==> src/rtl/display_scan.sv <==
// ============================================================================
// display_scan : time-multiplexed 4-digit BCD display scanner with blanking,
//                blinking and leading-zero suppression.
// Revision     : 1.0
// ============================================================================
`default_nettype none

module display_scan #(
  parameter int REFRESH_DIV  = 100000,
  parameter int BLINK_FRAMES = 250
) (
  input  logic        clk,
  input  logic        rst,
  input  logic [15:0] digits,
  input  logic        load,
  input  logic [3:0]  blank_mask,
  input  logic [3:0]  blink_mask,
  input  logic        lz_en,
  output logic [3:0]  an,
  output logic [3:0]  num,
  output logic        frame_done
);

  localparam int C_CNT_W = (REFRESH_DIV > 2) ? $clog2(REFRESH_DIV) : 1;
  localparam int C_FRM_W = (BLINK_FRAMES > 1) ? $clog2(BLINK_FRAMES) : 1;
  localparam logic [C_CNT_W-1:0] C_CNT_MAX = C_CNT_W'(REFRESH_DIV - 1);
  localparam logic [C_FRM_W-1:0] C_FRM_MAX = C_FRM_W'(BLINK_FRAMES - 1);

  logic [C_CNT_W-1:0] cnt_q, cnt_d;
  logic [1:0]         idx_q, idx_d;
  logic [15:0]        shadow_q, shadow_d;
  logic [C_FRM_W-1:0] frm_q, frm_d;
  logic               blink_q, blink_d;
  logic [3:0]         an_q, an_d;
  logic [3:0]         num_q, num_d;
  logic               fd_q, fd_d;

  logic               w_tick;
  logic               w_wrap;
  logic [1:0]         w_next_idx;
  logic [3:0]         w_nib [4];
  logic [3:0]         w_lz;
  logic [3:0]         w_dark;

  // Per-slot digit value and darkness, all from pre-edge state
  for (genvar j = 0; j < 4; j++) begin : g_slot
    assign w_nib[j] = shadow_q[4*j +: 4];
    if (j == 0) begin : g_lsd
      assign w_lz[j] = 1'b0;
    end else begin : g_upper
      assign w_lz[j] = lz_en & (shadow_q[15:4*j] == '0);
    end
    assign w_dark[j] = blank_mask[j] | (blink_mask[j] & blink_q) | w_lz[j];
  end

  always_comb begin
    w_tick     = (cnt_q == C_CNT_MAX);
    w_wrap     = w_tick && (idx_q == 2'd3);
    w_next_idx = idx_q + 2'd1;

    cnt_d    = w_tick ? '0 : cnt_q + C_CNT_W'(1);
    idx_d    = w_tick ? w_next_idx : idx_q;
    shadow_d = load ? digits : shadow_q;
    fd_d     = w_wrap;

    frm_d   = frm_q;
    blink_d = blink_q;
    if (w_wrap) begin
      if (frm_q == C_FRM_MAX) begin
        frm_d   = '0;
        blink_d = ~blink_q;
      end else begin
        frm_d = frm_q + C_FRM_W'(1);
      end
    end

    an_d  = an_q;
    num_d = num_q;
    if (w_tick) begin
      if (w_dark[w_next_idx]) begin
        an_d  = 4'b1111;
        num_d = 4'hF;
      end else begin
        an_d  = ~(4'b0001 << w_next_idx);
        num_d = w_nib[w_next_idx];
      end
    end
  end

  always_ff @(posedge clk) begin
    if (rst) begin
      cnt_q    <= '0;
      idx_q    <= 2'd0;
      shadow_q <= 16'h0000;
      frm_q    <= '0;
      blink_q  <= 1'b0;
      an_q     <= 4'b1110;
      num_q    <= 4'h0;
      fd_q     <= 1'b0;
    end else begin
      cnt_q    <= cnt_d;
      idx_q    <= idx_d;
      shadow_q <= shadow_d;
      frm_q    <= frm_d;
      blink_q  <= blink_d;
      an_q     <= an_d;
      num_q    <= num_d;
      fd_q     <= fd_d;
    end
  end

  assign an         = an_q;
  assign num        = num_q;
  assign frame_done = fd_q;

endmodule

`default_nettype wire

==> config.mk <==
export PLATFORM = sky130hd
export DESIGN_NAME = display_scan
export DESIGN_NICKNAME = d
export VERILOG_FILES = /design/src/rtl/display_scan.sv
export SDC_FILE = /design/constraint.sdc
export NUM_CORES = 1
export LEC_CHECK = 0
export CAP_MARGIN = 15
export CORE_MARGIN = 8
export CORE_UTILIZATION = 30
export CTS_BUF_LIST = sky130_fd_sc_hd__clkbuf_8
export DETAILED_ROUTE_END_ITERATION = 16
export PLACE_DENSITY = 0.56
export SLEW_MARGIN = 40
export SYNTH_ARGS = -nofsm -noshare
export SYNTH_HDL_FRONTEND = slang
export SYNTH_SLANG_ARGS = --single-unit
==> constraint.sdc <==
create_clock -name clk -period 2.9 [get_ports clk]
set_clock_uncertainty 0.2 [all_clocks]
set_input_delay 0.58 -clock clk [delete_from_list [all_inputs] [get_ports clk]]
set_output_delay 0.58 -clock clk [all_outputs]
set_load 0.05 [all_outputs]
==> reports/qor.csv <==
metric;value;unit
portBuffers;36;
ys_warn_count;0;
instances_no_fill;403;
avgViaCountPerCell;4.82;
dieWidth;106;um
leakage;0.00110;uW
core;8050;um^2
die_height;106;um
critPathKind;reg -> out;
vias;1941;
hold_class;reg -> reg;
crit_path_max_incr_delay;0.82;ns
cpMaxStageDelayCell;clkdlybuf4s50_1;
dieArea;11300;um^2
finalPower;1310;uW
synth_top_area_share;0.433;
powerDensity;441;nW/um^2
clkSinkCount;53;
timing.critical_path.fanout_max;2;
yosysTopAreaCell;dfxtp_1;
gr-total-overflow;0;
syn-num-nets;299;
syn_area;2450;um^2
ys_ff_latch;53;
synth_common_cells;dfxtp_1 (53), nor2_1 (43), mux2i_1 (16);
grt_first_pass_wirelength;9.25;mm
area_growth;21.7;%
path_cells;clkdlybuf4s50_1;
finalCritPeriodShare;0.783;
r2r_start;cnt_q[0]$_SDFF_PP0_;
drt_pass1_iterations;4;
initial_utilization;0.304;
yosysSeqAreaShare;0.433;
clockRootBuffer;clkbuf_8;
synth_edf_count;0;
drc_errors;0;
synthTopCellsByArea;dfxtp_1 (43%), nor2_1 (6.6%), mux2i_1 (6.5%);
cp.buffers_inverters;1;
clkTransAtPathRegs;0.10;ns
yosysUniqueCellTypes;49;
dp_cells;395;
cts_buffers;5;
async_flop_share;0;
grt_pass1_vias;1928;
ir_drop;0.162;mV
initialDrtViolationCount;72;
routed_wl;5.36;mm
clk_latency;0.30;ns
synth_top_flop_cell;dfxtp_1;
cts_tree;yes;
arrival;1.49;ns
dp_hpwl;3.91;mm
period_needed;2.27;ns
grt_usage;0.0980;
nNetsFinal;332;
wl_per_cell;13.3;um
cp-start-kind;flip-flop;
rsz0062_at_grt;no;
netlist_instances;264;
ios;37;
end_kind;output pin;
setup_tns;0;ns
row_count;33;
slew_headroom;0.638;
cts_setup_buffers;0;
ctsHoldBuffers;0;
required;2.12;ns
n_antenna_cell;0;
worst_slew_pin_slew;0.542;ns
maxCapViolCount;0;
hold_start;cnt_q[0]$_SDFF_PP0_;
hold_viol;0;
ant_nets;0;
place.gp.congestion;0.779;
synth.most_common_cell;dfxtp_1;
cts_resized;0;
syn_avg_cell_area;9.28;um^2
final_core_util;0.370;
crit_family;buffers and inverters;
cp-startpoint;an[2]$_SDFFE_PP1P_;
slew_violations;0;
cts_buffer_depth;2;
max_freq;0.440;GHz
h-tree-depth;2;
drive_gt1_frac;0.0906;
finalSetupViolCount;0;
antenna_found_initial;0;
grt_max_degree;32;
status;complete, no violations;
registers in the layout, indices dropped and copies added, names as in the netlist:
name,flops
blink_q,1
num,4
shadow_q,16
an,4
cnt_q,17
idx_q,2
frm_q,8
frame_done,1
worst paths after layout:
| kind | slack [ns] | to | depth (start not counted) |
|---|---|---|---|
| max | 0.63 | an[2] | 1 |
| min | 0.27 | cnt_q[0]$_SDFF_PP0_ | 1 |
| max reg2reg | 0.70 | frm_q[2]$_SDFFE_PP0P_ | 6 |
| min reg2reg | 0.27 | cnt_q[0]$_SDFF_PP0_ | 1 |
routing by layer:
metal / vias to the layer above / track usage / share of wire
li1: 997 / - / -
met1: 906 / 0.130 / 0.49
met2: 36 / 0.151 / 0.45
met3: 2 / 0.0333 / 0.056
met4: 0 / 0.0211 / 0.0034
met5: - / 0 / 0
power by group:
group | internal (uW) | switching, uW | total (uW)
clock network | 216 | 239 | 456
registers | 744 | 13.9 | 758
logic | 59.9 | 41.0 | 101
total | 1020 | 294 | 1310
layout by cell type, fill, tap and decap left out, types with 2 or more instances in the layout:
| cell | n |
|---|---|
| mux4_2 | 4 |
| nor4_1 | 3 |
| and2_2 | 2 |
| o21ai_0 | 12 |
| and3_1 | 7 |
| dfxtp_1 | 53 |
| nand3_1 | 13 |
| or3_1 | 2 |
| and3_2 | 3 |
| xnor2_1 | 8 |
| a41oi_1 | 3 |
| clkbuf_8 | 7 |
| or4_1 | 2 |
| clkdlybuf4s50_1 | 36 |
| nand2_1 | 15 |
| nor3_1 | 6 |
| xor2_1 | 7 |
| inv_1 | 6 |
| a211oi_1 | 2 |
| mux2i_1 | 16 |
| nor2_1 | 43 |
| a31oi_1 | 2 |
| a21oi_1 | 14 |
| ha_1 | 7 |
| buf_4 | 3 |
stage by stage:
step	hold slack [ns]	setup WS (ns)	area [um^2]
floorplan	0.230	0.679	2450
global placement	0.244	0.403	2880
detailed placement	0.251	0.378	2880
CTS	0.273	0.608	2980
global route	0.318	0.560	2980
finish	0.267	0.629	2980
kinds of logic (layout without fill, tap and decap cells):
group | after synthesis | after routing | share of synthesized area
flops | 53 | 53 | 0.433
simple gates | 109 | 109 | 0.227
fa+ha+maj | 7 | 7 | 0.0357
compound gates | 40 | 40 | 0.101
xor+xnor | 15 | 15 | 0.0536
buf+inv | 19 | 53 | 0.0434
mux | 21 | 21 | 0.107
cell type report:
| cell class | count | area [um^2] |
|---|---|---|
| fillers | 840 | 5070 |
| clock buffers | 7 | 96.3 |
| flip-flops and latches | 53 | 1060 |
| inverters | 6 | 22.5 |
| repair buffers | 39 | 383 |
| clock inverters | 1 | 5.00 |
| multi-input cells | 192 | 1280 |
| well taps | 105 | 131 |
Note: power is estimated with default switching activity, not from simulation.
